File: config.mk
export PLATFORM = sky130hd
export DESIGN_NAME = unified_mem_arbiter
export DESIGN_NICKNAME = d
export VERILOG_FILES = /design/src/rtl/unified_mem_arbiter_pkg.sv /design/src/rtl/mem_arb_grant.sv /design/src/rtl/unified_mem_arbiter.sv
export SDC_FILE = /design/constraint.sdc
export NUM_CORES = 1
export LEC_CHECK = 0
export ABC_AREA = 1
export CAP_MARGIN = 20
export CELL_PAD_IN_SITES_DETAIL_PLACEMENT = 0
export CELL_PAD_IN_SITES_GLOBAL_PLACEMENT = 1
export CORE_ASPECT_RATIO = 0.8
export CORE_MARGIN = 2
export CORE_UTILIZATION = 28
export CTS_CLUSTER_DIAMETER = 150
export DETAILED_ROUTE_END_ITERATION = 16
export GPL_TIMING_DRIVEN = 0
export PLACE_DENSITY = 0.79
export SLEW_MARGIN = 20
export SYNTH_ARGS = -nofsm -noshare
export SYNTH_HDL_FRONTEND = slang
export SYNTH_SLANG_ARGS = --single-unit
export TNS_END_PERCENT = 1
File: constraint.sdc
create_clock -name CLK -period 2.7 [get_ports CLK]
set_clock_uncertainty 0.1 [all_clocks]
set_input_delay 0.54 -clock CLK [delete_from_list [all_inputs] [get_ports CLK]]
set_output_delay 0.54 -clock CLK [all_outputs]
set_load 0.02 [all_outputs]
File: src/rtl/unified_mem_arbiter_pkg.sv
// Shared types for the unified instruction/data memory arbiter:
// FSM states, grant encoding and the saturating streak helper.
package unified_mem_arbiter_pkg;

  localparam int STREAK_W = 4;

  typedef enum logic [2:0] {
    IDLE   = 3'd0,
    BUSY_I = 3'd1,
    BUSY_D = 3'd2,
    RESP_I = 3'd3,
    RESP_D = 3'd4
  } state_t;

  typedef enum logic [1:0] {
    GNT_NONE = 2'd0,
    GNT_I    = 2'd1,
    GNT_D    = 2'd2
  } gnt_t;

  function automatic logic [STREAK_W-1:0] sat_inc(input logic [STREAK_W-1:0] v,
                                                  input logic [STREAK_W-1:0] lim);
    logic [STREAK_W-1:0] res;
    if (v >= lim) begin
      res = v;
    end else begin
      res = v + {{(STREAK_W-1){1'b0}}, 1'b1};
    end
    return res;
  endfunction

endpackage

File: src/rtl/mem_arb_grant.sv
// Data-first arbitration with a fetch starvation guard: once MAX_D_STREAK data
// grants have gone by while a fetch waits, the next contended slot goes to fetch.
module mem_arb_grant
  import unified_mem_arbiter_pkg::*;
#(
  parameter int MAX_D_STREAK = 4
) (
  input  logic i_clk,
  input  logic i_rst_n,
  input  logic i_if_req,
  input  logic i_d_req,
  input  logic i_arb_en,
  output gnt_t o_gnt
);

  localparam logic [STREAK_W-1:0] STREAK_MAX = STREAK_W'(MAX_D_STREAK);

  logic [STREAK_W-1:0] r_streak;
  logic [STREAK_W-1:0] w_streak_nxt;
  gnt_t                w_gnt;

  always_comb begin
    w_gnt = GNT_NONE;
    if (!i_arb_en) begin
      w_gnt = GNT_NONE;
    end else if (i_d_req && (!i_if_req || (r_streak != STREAK_MAX))) begin
      w_gnt = GNT_D;
    end else if (i_if_req) begin
      w_gnt = GNT_I;
    end else begin
      w_gnt = GNT_NONE;
    end
  end

  // The streak only counts data wins that actually made a fetch wait.
  always_comb begin
    w_streak_nxt = r_streak;
    if (!i_arb_en) begin
      w_streak_nxt = r_streak;
    end else if ((w_gnt == GNT_I) || !i_if_req) begin
      w_streak_nxt = {STREAK_W{1'b0}};
    end else if (w_gnt == GNT_D) begin
      w_streak_nxt = sat_inc(r_streak, STREAK_MAX);
    end else begin
      w_streak_nxt = r_streak;
    end
  end

  always_ff @(posedge i_clk) begin
    if (!i_rst_n) begin
      r_streak <= {STREAK_W{1'b0}};
    end else begin
      r_streak <= w_streak_nxt;
    end
  end

  assign o_gnt = w_gnt;

endmodule

File: src/rtl/unified_mem_arbiter.sv
// Single-port memory shared by IF fetch and MEM load/store: grants in IDLE,
// holds a registered request through variable latency, then pulses done once.
module unified_mem_arbiter
  import unified_mem_arbiter_pkg::*;
#(
  parameter int ADDR_W       = 32,
  parameter int DATA_W       = 32,
  parameter int MAX_D_STREAK = 4
) (
  input  logic              CLK,
  input  logic              RESET,
  input  logic              if_req,
  input  logic [ADDR_W-1:0] if_addr,
  output logic [DATA_W-1:0] if_rdata,
  output logic              if_done,
  input  logic              d_req,
  input  logic              d_we,
  input  logic [ADDR_W-1:0] d_addr,
  input  logic [DATA_W-1:0] d_wdata,
  output logic [DATA_W-1:0] d_rdata,
  output logic              d_done,
  output logic              mem_req,
  output logic              mem_we,
  output logic [ADDR_W-1:0] mem_addr,
  output logic [DATA_W-1:0] mem_wdata,
  input  logic [DATA_W-1:0] mem_rdata,
  input  logic              mem_ready
);

  state_t            r_state;
  state_t            w_state_nxt;
  gnt_t              w_gnt;
  logic              w_arb_en;
  logic              r_mem_req;
  logic              r_mem_we;
  logic [ADDR_W-1:0] r_mem_addr;
  logic [DATA_W-1:0] r_mem_wdata;
  logic [DATA_W-1:0] r_if_rdata;
  logic [DATA_W-1:0] r_d_rdata;
  logic              r_if_done;
  logic              r_d_done;
  logic              w_unused_addr_lsbs;

  assign w_arb_en           = (r_state == IDLE);
  assign w_unused_addr_lsbs = ^{if_addr[1:0], d_addr[1:0]};

  mem_arb_grant #(
    .MAX_D_STREAK(MAX_D_STREAK)
  ) u_grant (
    .i_clk   (CLK),
    .i_rst_n (RESET),
    .i_if_req(if_req),
    .i_d_req (d_req),
    .i_arb_en(w_arb_en),
    .o_gnt   (w_gnt)
  );

  always_ff @(posedge CLK) begin
    if (!RESET) begin
      r_state <= IDLE;
    end else begin
      r_state <= w_state_nxt;
    end
  end

  always_comb begin
    w_state_nxt = r_state;
    case (r_state)
      IDLE: begin
        case (w_gnt)
          GNT_I:   w_state_nxt = BUSY_I;
          GNT_D:   w_state_nxt = BUSY_D;
          default: w_state_nxt = IDLE;
        endcase
      end
      BUSY_I: begin
        if (mem_ready) begin
          w_state_nxt = RESP_I;
        end else begin
          w_state_nxt = BUSY_I;
        end
      end
      BUSY_D: begin
        if (mem_ready) begin
          w_state_nxt = RESP_D;
        end else begin
          w_state_nxt = BUSY_D;
        end
      end
      RESP_I:  w_state_nxt = IDLE;
      RESP_D:  w_state_nxt = IDLE;
      default: w_state_nxt = IDLE;
    endcase
  end

  // The winner's request is latched once so later input changes cannot disturb the access.
  always_ff @(posedge CLK) begin
    if (!RESET) begin
      r_mem_req   <= 1'b0;
      r_mem_we    <= 1'b0;
      r_mem_addr  <= {ADDR_W{1'b0}};
      r_mem_wdata <= {DATA_W{1'b0}};
      r_if_rdata  <= {DATA_W{1'b0}};
      r_d_rdata   <= {DATA_W{1'b0}};
      r_if_done   <= 1'b0;
      r_d_done    <= 1'b0;
    end else begin
      r_if_done <= 1'b0;
      r_d_done  <= 1'b0;
      case (r_state)
        IDLE: begin
          case (w_gnt)
            GNT_D: begin
              r_mem_req   <= 1'b1;
              r_mem_we    <= d_we;
              r_mem_addr  <= {d_addr[ADDR_W-1:2], 2'b00};
              r_mem_wdata <= d_wdata;
            end
            GNT_I: begin
              r_mem_req   <= 1'b1;
              r_mem_we    <= 1'b0;
              r_mem_addr  <= {if_addr[ADDR_W-1:2], 2'b00};
              r_mem_wdata <= {DATA_W{1'b0}};
            end
            default: begin
              r_mem_req <= 1'b0;
            end
          endcase
        end
        BUSY_I: begin
          if (mem_ready) begin
            r_if_rdata <= mem_rdata;
            r_if_done  <= 1'b1;
            r_mem_req  <= 1'b0;
            r_mem_we   <= 1'b0;
          end
        end
        BUSY_D: begin
          if (mem_ready) begin
            if (!r_mem_we) begin
              r_d_rdata <= mem_rdata;
            end
            r_d_done  <= 1'b1;
            r_mem_req <= 1'b0;
            r_mem_we  <= 1'b0;
          end
        end
        default: begin
          r_mem_req <= 1'b0;
        end
      endcase
    end
  end

  assign mem_req   = r_mem_req;
  assign mem_we    = r_mem_we;
  assign mem_addr  = r_mem_addr;
  assign mem_wdata = r_mem_wdata;
  assign if_rdata  = r_if_rdata;
  assign d_rdata   = r_d_rdata;
  assign if_done   = r_if_done;
  assign d_done    = r_d_done;

endmodule

==> impl_results.md, run 1 <==
* Run status: complete, no violations
* CP arrival at 2.75 ns
* Worst hold-check path type: register to register
* Layout area overhead at 63.3%
* Drt wl/cell at 15.4 um
* Die width at approximately 160 um
* Setup TNS at 0 ns
* Placed cells at 1254
* Most frequent cells in the layout: 258 x clkdlybuf4s50_1, 197 x nand2_1, 137 x dfxtp_1
* Final nets at between 1000 and 1500
* Vias in the first global route at 5657
* Die area at about 21000 um2
* Cell Count, Final, Fillers Out at approximately 1300
* Pre-CTS WS at -0.147 ns
* Commonest non-fill, non-tap cell in the layout: clkdlybuf4s50_1
* Final wirelength at about 20000 um
* Endpoints failing setup at 0
* Final HPWL DP at around 15000 um
* Iter 0 DRT Violations at approximately 300
* Via density at ~4.5
* Power Dens Cells at around 730 nW/um2
* Remaining Overflow, GRT at 0
* Async SR Flop Fraction at 0
* Placer Congestion at ~0.73
* Slew headroom at 0.616
* Routed via count at 5822
* Switching Share at 0.321
* Final ANT Viol Nets at 0
* Diode count at 0
* Clock network fraction of total power at 0.349
* CTS clk-pin slew, worst paths at roughly 0.060 ns
* # rows at 45
* Avg Cell Area, Syn at about 7.5 um2
* Max Cap Viol at 0
* # IOs at 266
* Number of synthesized flops with an enable pin at 0
* TritonCTS clock tree: done
* Max Slew Vio Count at 0
* Initial antenna violation count at 0
* Synth Flop Type: dfxtp_1
* Peak Freq at about 400 MHz
* H-tree Lvls at 4
* Ys Warns at 0
* Layout cells sized above 1 at 0.0846
* RSZ-0062 raised after global routing: true
* Worst-Skew Late Latency at around 0.4 ns
* Sequential share of the synthesized area at 0.495
* Initial Util at 0.289
* Synthesized netlist cell count at approximately 740
* DRC violations left at 0
* Least-Margin Pin Slew at 0.575 ns
* Worst Setup End Kind: register
* CTS Root Cell: clkbuf_16
* Final min period at approximately 2.5 ns
* CTS hold repair buffers at 0
* 1st-pass router iterations at 4
* Port buffer count at between 200 and 300
* Clock buffer depth at 2
* Synth Register Bits at roughly 140
* CP max stage delay at 0.38 ns
* Flop pwr share at 0.356
* Max VDD drop at roughly 400 uV
* Total CTS buffers at 17
* Tcrit/Tclk final at 0.931
* Synth Cell Area at 5540 um2
* Share of the core filled with cells at 0.471
* Setup CP Type: register to register
* Final Worst Setup Slack at about 0.19 ns
* Yosys cell types at 25
* Switch Pwr at between 2000 and 2500 uW
* Critical Path RT at about 3 ns
* Crit-path max FO at 10
* All-layer global routing usage at 0.186
* Largest net degree at the start of global routing at 17
* CP cell instances: inv_2 -> nand2_2 -> clkinv_2 -> buf_6 -> buf_6 -> nand3_1 -> inv_1 -> ha_1 -> buf_2 -> inv_2 -> clkbuf_4 -> nand2_1 -> nand2_1 -> nand3_1 -> a21oi_1
* Slowest library cell on the worst path: dfxtp_1
* Die Y at 130 um
* First-pass GRT wire length at between 30000 and 40000 um
* Clock Sinks at roughly 140
* Core area at 19200 um2
* Fin. Hold Viols at 0
* Fill count at between 1500 and 2000
* Startpoint Class: register
* Comb power frac at 0.294
* Cell Int Power at around 4500 uW
* Leak pwr at approximately 0.0034 uW
==> cell usage after synthesis (2+ instances only) <==
master / instances / area, um2
buf_2: 25 / 125
a21oi_1: 129 / 646
clkbuf_1: 20 / 75.1
inv_2: 6 / 22.5
nand4_1: 34 / 213
nand3_1: 66 / 330
nor2_1: 9 / 33.8
dfxtp_1: 137 / 2740
buf_6: 7 / 78.8
nand2_1: 197 / 739
buf_1: 7 / 26.3
nor3_1: 3 / 15.0
buf_4: 2 / 15.0
o21ai_0: 36 / 180
inv_1: 45 / 169
ha_1: 5 / 62.6
==> logic make-up after synthesis <==
family	share of synthesized area
simple gates	0.249
compound gates	0.150
flops	0.495
buf+inv	0.0932
fa+ha+maj	0.0113
other cells	0.000677
==> final timing paths <==
path                          endpoint  depth (start not counted)                       from  slack, ns
max          mem_addr[11]$_SDFFE_PN0P_                         15      r_state[0]$_SDFF_PN0_       0.19
min          if_rdata[19]$_SDFFE_PN0P_                          2  if_rdata[19]$_SDFFE_PN0P_       0.34
max reg2reg  mem_addr[11]$_SDFFE_PN0P_                         15      r_state[0]$_SDFF_PN0_       0.19
min reg2reg  if_rdata[19]$_SDFFE_PN0P_                          2  if_rdata[19]$_SDFFE_PN0P_       0.34
==> routing by layer <==
layer  up-vias  GRT usage  routed length (um)
met5         -          0                   0
met4         0     0.0478                 159
met3        12     0.0613                1380
met2       171      0.291                8820
met1      2647      0.250                9500
li1       2992          -                   -
==> power groups by stage <==
stage,clock network [uW],registers (uW),logic [uW]
5_1_grt,2450,2390,2120
4_1_cts,2370,2360,1960
2_1_floorplan,0,2640,801
3_5_place_dp,0,2400,1950
3_3_place_gp,0,2390,1950
6_report,2310,2360,1950
==> flip-flops by register name (all words and copies together), names as in the netlist <==
signal	flops
r_state	3
if_rdata	32
mem_addr	30
if_done	1
mem_req	1
mem_we	1
u_grant.r_streak	4
d_done	1
d_rdata	32
mem_wdata	32
==> per-stage QoR <==
stage | hold slack (ns) | cell area [um2] | total power [uW]
global route | 0.359 | 9050 | 6960
global placement | 0.331 | 8450 | 4340
finish | 0.342 | 9050 | 6620
floorplan | 0.345 | 5550 | 3440
CTS | 0.345 | 9030 | 6700
detailed placement | 0.336 | 8450 | 4350
==> critical path: cells and delay by family (launching register included) <==
family,cells,cell delay [ns]
AND/OR/NAND/NOR,5,0.44
adder cells (fa/ha/maj),1,0.18
flip-flops,1,0.38
AO/OA/AOI/OAI,1,0.17
buffers and inverters,8,1.15
==> area by class of cell <==
| class | count | area [um2] | share of cell area |
|---|---|---|---|
| clock buffers | 21 | 460 | 0.0509 |
| repair buffers | 258 | 2580 | 0.285 |
| well taps | 258 | 323 | 0.0357 |
| clock inverters | 11 | 121 | 0.0134 |
| flip-flops and latches | 137 | 2740 | 0.303 |
| inverters | 52 | 196 | 0.0217 |
| multi-input cells | 488 | 2290 | 0.253 |
| plain buffers | 61 | 338 | 0.0373 |
==> timing repair <==
| item | CTS | global route |
|---|---|---|
| endpoints found under the hold margin | 0 | 0 |
| endpoints found under the setup margin | 0 | 56 |
| gates resized for setup | 0 | 16 |
| setup buffers | 0 | 0 |
Power figures use the tool's default switching activity.
==> run 2: changes to the inputs <==
Settings changed: SYNTH_HIERARCHICAL set to 1.
Clock period 2.7 ns to 2.35 ns, I/O delays scaled along.
==> impl_results.md, run 2 <==
* Run status: complete, no violations
* Placer Congestion at 0.800 (+9.5%)
* Slew headroom at 0.622 (+0.00532)
* CP cell instances: nor2_4 -> inv_2 -> nor2_4 -> buf_12 -> nand2_1 -> clkinv_1 -> nand2_2 -> inv_1 -> inv_1 -> ha_4 -> inv_6 -> nand2_8 -> buf_8 -> nand2_1 -> a21oi_1
* Yosys top cell by area: dfxtp_1
* 1st-pass router iterations at 5 (+1)
* Total CTS buffers at 17 (unchanged)
* Crit path depth at 15 (unchanged)
* Critical Path Sink: mem_addr[9]$_SDFFE_PN0P_
* Layout cells sized above 1 at 0.0959 (+0.0112)
* Critical Path RT at 2.53 ns (-0.41 ns)
* Sequential share of the synthesized area at 0.495 (unchanged)
* All-layer global routing usage at 0.189 (+0.00238)
* Core area at 19200 um2 (unchanged)
* Worst R2R Start: r_state[1]$_SDFF_PN0_
* Diode count at 0 (unchanged)
* Routed via count at 5875 (+0.91%)
* FF-to-FF End: mem_addr[9]$_SDFFE_PN0P_
* Commonest non-fill, non-tap cell in the layout: clkdlybuf4s50_1
* Top cells by count, synth: 166 x nand2_1, 137 x dfxtp_1, 98 x a21oi_1
* Pre-CTS WS at -0.600 ns (-0.452 ns)
* Ys Warns at 6 (+6)
* Crit path launch: r_state[1]$_SDFF_PN0_
* Register area at 2750 um2 (about the same)
* Synth Cell Area at 5540 um2 (unchanged)
* Final Worst Setup Slack at 0.165 ns (-0.0217 ns)
* Worst-Skew Late Latency at 0.42 ns (about the same)
* H-tree Lvls at 4 (unchanged)
* Leak pwr at 0.00357 uW (+4.8%)
* Final HPWL DP at 14900 um (+1.2%)
* Worst hold-check path type: register to register
* Most frequent cells in the layout: 259 x clkdlybuf4s50_1, 166 x nand2_1, 135 x dfxtp_1
* Fin. Hold Viols at 0 (unchanged)
* Die area at 20900 um2 (unchanged)
* Final wirelength at 20000 um (+0.78%)
* CTS hold repair buffers at 0 (unchanged)
* CP top delay family: buffers and inverters
* Final nets at 1169 (+1.3%)
* Share of the synthesized area in the top cell type at 0.495 (unchanged)
* Placed cells at 1261 (+0.56%)
* CTS clk-pin slew, worst paths at 0.07 ns (about the same)
* Peak Freq at 458 MHz (+15%)
* Largest net degree at the start of global routing at 17 (unchanged)
* Yosys cell types at 26 (+4.0%)
* First-pass GRT wire length at 30900 um (+1.5%)
* R2R setup slack at 0.17 ns (-0.02 ns)
* Async SR Flop Fraction at 0 (unchanged)
* Synth Flop Type: dfxtp_1
* Cell Count, Final, Fillers Out at 1301 (+1.2%)
* Met2 Use GR at 0.293 (+0.00177)
* CP max stage delay at 0.35 ns (-0.03 ns)
* CP Buf/Inv Count at 7 (-1)
* Layout area overhead at 68.1%
* Initial Util at 0.289 (unchanged)
* Die width at 161 um (unchanged)
* CTS Root Cell: clkbuf_16
* Worst Setup End Kind: register
* Max VDD drop at 504 uV (+26%)
* Crit-path max FO at 14 (+4)
* Leading post-synthesis cells by cell area: dfxtp_1 49%, nand2_1 11%, a21oi_1 8.9%, o21ai_0 5.4%, nor2_1 5.1%
* Remaining Overflow, GRT at 0 (unchanged)
* Number of synthesized flops with an enable pin at 0 (unchanged)
* Avg Cell Area, Syn at 7.46 um2 (-0.81%)
* GRT busiest layer: met2
* Max Slew Vio Count at 0 (unchanged)
* Tcrit/Tclk final at 0.930 (-0.00110)
* Startpoint Class: register
* # IOs at 266 (unchanged)
* Via density at 4.52 (-0.25%)
* Synthesized netlist cell count at 743 (+0.81%)
* # rows at 45 (unchanged)
* DRC violations left at 0 (unchanged)
* CP arrival at 2.36 ns (-0.39 ns)
* Least-Margin Pin Slew at 0.567 ns (-0.00799 ns)
* Clock buffer depth at 2 (unchanged)
* Drt wl/cell at 15.4 um (-0.38%)
* Dominant cell by count in the synthesized netlist: nand2_1
* Port buffer count at 259 (+0.39%)
* Clock Sinks at 137 (unchanged)
* Slowest library cell on the worst path: dfxtp_2
* TritonCTS clock tree: done
* Final ANT Viol Nets at 0 (unchanged)
* Endpoints failing setup at 0 (unchanged)
* Die Y at 130 um (unchanged)
* M1 GR Usage at 0.261 (+0.0112)
* WHS Path Cells at 2 (unchanged)
* Max Cap Viol at 0 (unchanged)
* Fill count at 1935 (-1.8%)
* Iter 0 DRT Violations at 401 (+34%)
* Grt met3 use at 0.0470 (-0.0143)
* Synth Register Bits at 137 (unchanged)
* Vias in the first global route at 5657 (unchanged)
* Initial antenna violation count at 0 (unchanged)
* R2R cell count at 15 (unchanged)
* Final min period at 2.18 ns (-0.328 ns)
* Area of the multi-input gates at 2340 um2 (+2.6%)
* Setup CP Type: register to register
* Power Dens Cells at 842 nW/um2 (+15%)
[run 2: report_power, final]
part	total [uW]	internal [uW]	switching, uW
Combinational	2510	1170	1340
Clock	2600	1430	1170
Sequential	2740	2590	143
[run 2: logic make-up (layout without fill, tap and decap cells)]
logic type,after synthesis,in the layout,share of synthesized area
AOI/OAI and AO/OA,165,165,0.151
other,1,2,0.000677
and+or+nand+nor,323,324,0.251
adders and majority gates,5,5,0.0113
DFF,137,137,0.495
buffers and inverters,112,410,0.0914
[run 2: stage by stage]
step / util / total power (uW) / TNS, ns / instance area (um2) / hold slack, ns
6_report: 0.485 / 7840 / 0 / 9320 / 0.346
5_1_grt: 0.485 / 8260 / -0.00865 / 9320 / 0.367
4_1_cts: 0.480 / 7830 / 0 / 9230 / 0.349
3_5_place_dp: 0.441 / 5050 / -35.67 / 8460 / 0.336
3_3_place_gp: 0.441 / 5040 / -31.97 / 8460 / 0.333
2_1_floorplan: - / 3990 / 0 / 5550 / 0.341
[run 2: worst min-delay path: cells and delay by family (launching register included)]
kind | cells | cell delay (ns)
buffers and inverters | 1 | 0.04
AOI/OAI and AO/OA | 1 | 0.05
DFF | 1 | 0.31
[run 2: worst min path at each step]
stage,start,endpoint,slack [ns]
floorplan,u_grant/r_streak[2]$_SDFFE_PN0P_,u_grant/r_streak[2]$_SDFFE_PN0P_,0.34
global placement,if_rdata[18]$_SDFFE_PN0P_,if_rdata[18]$_SDFFE_PN0P_,0.33
detailed placement,if_rdata[24]$_SDFFE_PN0P_,if_rdata[24]$_SDFFE_PN0P_,0.34
CTS,if_rdata[29]$_SDFFE_PN0P_,if_rdata[29]$_SDFFE_PN0P_,0.35
global route,if_rdata[23]$_SDFFE_PN0P_,if_rdata[23]$_SDFFE_PN0P_,0.37
finish,if_rdata[15]$_SDFFE_PN0P_,if_rdata[15]$_SDFFE_PN0P_,0.35
[run 2: area by class of cell]
| cell class | count | share of cell area |
|---|---|---|
| clock inverter | 14 | 0.0142 |
| timing repair inverter | 2 | 0.00121 |
| inverter | 54 | 0.0231 |
| buffer | 57 | 0.0502 |
| clock buffer | 18 | 0.0471 |
| timing repair buffer | 265 | 0.283 |
| multi-input combinational | 496 | 0.252 |
| sequential | 137 | 0.295 |
| tap | 258 | 0.0346 |
[run 2: repair_timing]
item | 4_1_cts | 5_1_grt
hold endpoints to repair | 0 | 0
setup buffers | 3 | 3
gates resized for setup | 54 | 30
cloned | 2 | 1
setup endpoints to repair | 64 | 64
pin swaps | 2 | 3
[run 2: metal layers]
layer  vias up  wire length, um
li1       3005                -
met1      2691             9660
met2       158             9030
met3        21              990
met4         0              325
met5         -                0
